## config.mk

```make
export PLATFORM = sky130hd
export DESIGN_NAME = fetch_redirect_ctrl
export DESIGN_NICKNAME = d
export VERILOG_FILES = /design/src/rtl/fetch_redirect_ctrl.sv
export SDC_FILE = /design/constraint.sdc
export NUM_CORES = 1
export LEC_CHECK = 0
export BUFFER_PORTS_ARGS = -buffer_cell sky130_fd_sc_hd__buf_2
export CAP_MARGIN = 20
export CORE_MARGIN = 4
export CORE_UTILIZATION = 30
export DETAILED_ROUTE_END_ITERATION = 7
export GPL_TIMING_DRIVEN = 0
export SYNTH_ARGS = -nofsm -noshare
export SYNTH_HDL_FRONTEND = slang
export SYNTH_SLANG_ARGS = --single-unit
```

## constraint.sdc

```tcl
create_clock -name clk -period 4.1 [get_ports clk]
set_input_delay 0.82 -clock clk [delete_from_list [all_inputs] [get_ports clk]]
set_output_delay 0.82 -clock clk [all_outputs]
set_load 0.05 [all_outputs]
```

## src/rtl/fetch_redirect_ctrl.sv

```systemverilog
// Fetch PC pair owner for the 2-wide frontend: arbitrates ext/exe/dec redirects and gates fetch during refill.
// Optional per-source accepted-redirect counters are enabled by defining REDIRECT_STATS_EN.
module fetch_redirect_ctrl #(
   parameter int                    ADDR_WIDTH    = 32,
   parameter logic [ADDR_WIDTH-1:0] RESET_PC      = '0,
   parameter int                    REFILL_CYCLES = 1
) (
   input  logic                  clk,
   input  logic                  reset,
   input  logic                  ext_stall,
   input  logic                  ext_flush,
   input  logic [ADDR_WIDTH-1:0] ext_flush_pc,
   input  logic [1:0]            exe_redirect,
   input  logic [ADDR_WIDTH-1:0] exe_target0,
   input  logic [ADDR_WIDTH-1:0] exe_target1,
   input  logic                  dec_redirect,
   input  logic [ADDR_WIDTH-1:0] dec_target,
   output logic [ADDR_WIDTH-1:0] pc0,
   output logic [ADDR_WIDTH-1:0] pc1,
   output logic                  pc_valid,
   output logic                  flush_if,
   output logic                  flush_id
`ifdef REDIRECT_STATS_EN
   ,
   output logic [31:0]           stat_ext,
   output logic [31:0]           stat_exe,
   output logic [31:0]           stat_dec
`endif
);

   // state     | meaning
   // ST_RUN    | both fetch slots valid, PC advances by 8 on every un-stalled cycle
   // ST_REFILL | fetch slots invalid, PC held, cnt counts down un-stalled cycles
   typedef enum logic {
      ST_RUN    = 1'b0,
      ST_REFILL = 1'b1
   } state_t;

   localparam logic [3:0]            CNT_INIT   = 4'(REFILL_CYCLES);
   localparam logic [ADDR_WIDTH-1:0] PC_STEP    = ADDR_WIDTH'(8);
   localparam logic [ADDR_WIDTH-1:0] SLOT_OFS   = ADDR_WIDTH'(4);
   localparam logic [ADDR_WIDTH-1:0] ALIGN_MASK = ~(ADDR_WIDTH'(3));

   state_t                  state_q, state_d;
   logic [3:0]              cnt_q, cnt_d;
   logic [ADDR_WIDTH-1:0]   pc0_q, pc0_d;
   logic                    suppress_q, suppress_d;

   logic                    hard_redirect;
   logic                    redirect;
   logic [ADDR_WIDTH-1:0]   redirect_pc;

   always_ff @(posedge clk) begin
      if (reset) begin
         state_q    <= (CNT_INIT == 4'd0) ? ST_RUN : ST_REFILL;
         cnt_q      <= CNT_INIT;
         pc0_q      <= RESET_PC;
         suppress_q <= 1'b0;
      end else begin
         state_q    <= state_d;
         cnt_q      <= cnt_d;
         pc0_q      <= pc0_d;
         suppress_q <= suppress_d;
      end
   end

   always_comb begin
      hard_redirect = 1'b0;
      redirect      = 1'b0;
      redirect_pc   = dec_target;
      state_d       = state_q;
      cnt_d         = cnt_q;
      pc0_d         = pc0_q;

      // Reset drops every request presented in the same cycle.
      if (!reset) begin
         if (ext_flush) begin
            hard_redirect = 1'b1;
            redirect_pc   = ext_flush_pc;
         end else if (exe_redirect[0]) begin
            hard_redirect = 1'b1;
            redirect_pc   = exe_target0;
         end else if (exe_redirect[1]) begin
            hard_redirect = 1'b1;
            redirect_pc   = exe_target1;
         end
         redirect = hard_redirect || (dec_redirect && !suppress_q);
      end

      // Decode feedback right after an ext/exe redirect refers to squashed code.
      suppress_d = hard_redirect;

      if (redirect) begin
         pc0_d   = redirect_pc & ALIGN_MASK;
         cnt_d   = CNT_INIT;
         state_d = (CNT_INIT == 4'd0) ? ST_RUN : ST_REFILL;
      end else begin
         case (state_q)
            ST_RUN: begin
               if (!ext_stall) begin
                  pc0_d = pc0_q + PC_STEP;
               end
            end
            ST_REFILL: begin
               if (!ext_stall) begin
                  if (cnt_q <= 4'd1) begin
                     state_d = ST_RUN;
                     cnt_d   = 4'd0;
                  end else begin
                     cnt_d = cnt_q - 4'd1;
                  end
               end
            end
         endcase
      end

      flush_if = redirect;
      flush_id = hard_redirect;
   end

   assign pc0      = pc0_q;
   assign pc1      = pc0_q + SLOT_OFS;
   assign pc_valid = (state_q == ST_RUN);

`ifdef REDIRECT_STATS_EN
   logic [31:0] cnt_ext_q;
   logic [31:0] cnt_exe_q;
   logic [31:0] cnt_dec_q;

   // ext_flush is top priority, so a hard redirect without it came from execute.
   always_ff @(posedge clk) begin
      if (reset) begin
         cnt_ext_q <= '0;
         cnt_exe_q <= '0;
         cnt_dec_q <= '0;
      end else begin
         if (hard_redirect && ext_flush && (cnt_ext_q != 32'hFFFF_FFFF)) begin
            cnt_ext_q <= cnt_ext_q + 32'd1;
         end
         if (hard_redirect && !ext_flush && (cnt_exe_q != 32'hFFFF_FFFF)) begin
            cnt_exe_q <= cnt_exe_q + 32'd1;
         end
         if (redirect && !hard_redirect && (cnt_dec_q != 32'hFFFF_FFFF)) begin
            cnt_dec_q <= cnt_dec_q + 32'd1;
         end
      end
   end

   assign stat_ext = cnt_ext_q;
   assign stat_exe = cnt_exe_q;
   assign stat_dec = cnt_dec_q;
`endif

endmodule

```

==> out/metrics.csv <==
stage,metric,value,unit
clock_network,htreeDepth,2,
clock_network,cts_tree,done,
power_and_ir_drop,power.leakage,2.19,nW
sta,setup_viol,0,
layout,drive_above_1_share,39.7,%
critical_path,critPathArrivalTime,2.75,ns
yosys,synthFlopType,dfxtp_1,
route,ant_nets,0,
placed_design,finalWeightedCongestion,0.914,
job,cap_violations,0,
power_and_ir_drop,vdd_drop_max,0.000159,V
sta,rsz0062_at_grt,no,
critical_path,critPathLaunchType,register,
sta,finalSetupTns,0,ns
yosys,ys_warn_count,0,
yosys,synth-seq-cells,36,
critical_path,path_max_fanout,7,
clock_network,clkTransAtPathRegs,0.05,ns
yosys,synthTopCellsByArea,"dfxtp_1, xnor2_1, mux2i_1",
yosys,synth_area,0.00346,mm²
yosys,synth.avg_cell_area,7.84,µm²
clock_network,cts_buffers,5,
worst_hold_path,min_path_type,register to register,
route,wl_per_cell,17.7,µm
critical_path,endpoint_kind,output port,
route,drc,0,
die,pin_count,202,
die,start_util,31.2,%
clock_network,cts_num_sinks,36,
yosys,synth_common_cells,"nand2_1, dfxtp_1, xnor2_1, nor2_1, o21ai_0",
clock_network,clk_path_buf_depth,2,
critical_path,startpoint,pc0[3]$_SDFFE_PP0P_,
global_routing,grt_usage,20.0,%
sta,final_max_slew_viol_count,0,
yosys,synth-edff-count,0,
route,vias_per_cell,5.03,
route,vias,3915,
placed_design,dpl.hpwl,11600,µm
global_routing,grt_pass1_wl,20800,µm
sta,final.period_utilization,87.1,%
global_routing,grt_max_degree,11,
global_routing,antenna_found_initial,1,
global_routing,grt.overflow.total,0,
placed_design,port_buffers,187,
critical_path,cp.required,3.28,ns
critical_path,crit-reg2reg-launch,pc0[3]$_SDFFE_PP0P_,
yosys,synth_cell_type_count,48,
sta,max_freq,280,MHz
clock_network,worstSkewPairLatency,0.28,ns
sta,skew,0.00483,ns
layout,fin_nets,777,
power_and_ir_drop,power.density,274,mW/mm²
clock_network,holdBufCountCts,0,
route,wl,13800,µm
sta,maxSlewHeadroom,57.5,%
layout,final_area,0.00471,mm²
die,fp.dieW,115,µm
clock_network,cts-resized-gates,0,
yosys,synthArstFlopShare,0,%
clock_network,post_cts_buffers,0,
worst_hold_path,hold_path.startpoint,cnt_q[1]$_SDFFE_PP0P_,
route,drt_iter0_drc,172,
yosys,synth_cells,441,
status,status,completed,
die,num_rows,38,
sta,hold_slack,0.505,ns
die,die_h,115,µm
yosys,yosysMostFrequentCell,nand2_1,
yosys,yosysSeqAreaShare,20.9,%
die,core,0.0111,mm²
yosys,synth_top_area_share,20.9,%
layout,area_delta_synth_final,36.4,%
die,die_area,0.0133,mm²
route,firstDrtPassIters,4,
clock_network,cts_root_buf,clkbuf_16,
global_routing,grt_pass1_vias,3900,
yosys,synth_top_cell_by_area,dfxtp_1,
sta,worst_slew_pin_slew,0.631,ns
placed_design,placed_cell_area,0.00458,mm²
sta,finalHoldViolCount,0,
sta,min_period,3.57,ns
critical_path,path_class,register to output port,
==> layout make-up <==
cell class                      count  area (µm²)
Antenna cell                        1        2.50
Buffer                             40         216
Clock buffer                        6         129
Clock inverter                      1        5.00
Fill cell                        1179        6360
Inverter                           13        48.8
Multi-Input combinational cell    355        2480
Sequential cell                    36         721
Tap cell                          140         175
Timing Repair Buffer              187         936
==> per-stage QoR <==
step	utilization, %	cells	worst slack (ns)	power (mW)
3_5_place_dp	41.3	771	0.795	0.942
2_1_floorplan	-	444	0.559	0.771
5_1_grt	42.5	778	0.331	1.35
3_3_place_gp	41.3	771	0.771	0.937
4_1_cts	42.5	778	0.503	1.30
6_report	42.6	779	0.527	1.29
==> where the power goes <==
group	leakage (nW)	internal, mW	switching [mW]
clock network	0.0667	0.221	0.137
registers	0.298	0.376	0.0394
logic	1.82	0.171	0.349
total	2.19	0.767	0.525
==> critical path, cell delays in order, from the launching register on <==
cell     delay [ns]
dfxtp_1        0.54
ha_1           0.34
nand4_1        0.38
nor3_1         0.60
nand4_1        0.19
xnor2_1        0.15
buf_2          0.28
==> placed cells by master, fill, tap and decap left out, types with 13 or more instances in the layout <==
| cell | instances |
|---|---|
| dfxtp_1 | 36 |
| nand3_1 | 17 |
| nor2_1 | 30 |
| nand2_1 | 39 |
| mux2i_1 | 27 |
| o21ai_0 | 29 |
| xor2_1 | 20 |
| inv_1 | 13 |
| nand2b_1 | 15 |
| nor3_1 | 13 |
| a221oi_1 | 15 |
| a21oi_1 | 28 |
| buf_2 | 204 |
| xnor2_1 | 34 |
==> registers in the layout (all words and copies together) (netlist names) <==
name,count
pc0,30
cnt_q,4
state_q,1
suppress_q,1
==> kinds of logic (layout without fill, tap and decap cells) <==
family          Yosys count  count (layout)  share of synthesized area [%]
simple gates            159             159                           26.6
compound gates           97              97                           18.5
xor+xnor                 54              54                           13.7
buf+inv                  53             247                           7.68
mux                      37              37                           11.1
flops                    36              36                           20.9
fa+ha+maj                 4               4                           1.45
other cells               1               5                          0.109
==> worst paths after layout <==
path,slack [ns],cells after the start,endpoint
min,0.50,2,cnt_q[1]$_SDFFE_PP0P_
min reg2reg,0.50,2,cnt_q[1]$_SDFFE_PP0P_
max,0.53,6,pc1[17]
max reg2reg,1.94,6,pc0[11]$_SDFFE_PP0P_
==> metal layers <==
metal / wire length, µm / up-vias / part of all wire (%) / global-route usage (%)
met1: 5810 / 1779 / 42 / 25.3
met4: 132 / 2 / 0.96 / 4.30
met3: 1010 / 14 / 7.4 / 3.63
met2: 6790 / 159 / 49 / 35.3
met5: 8 / - / 0.058 / 0
li1: - / 1961 / - / -
Power figures use the tool's default switching activity.
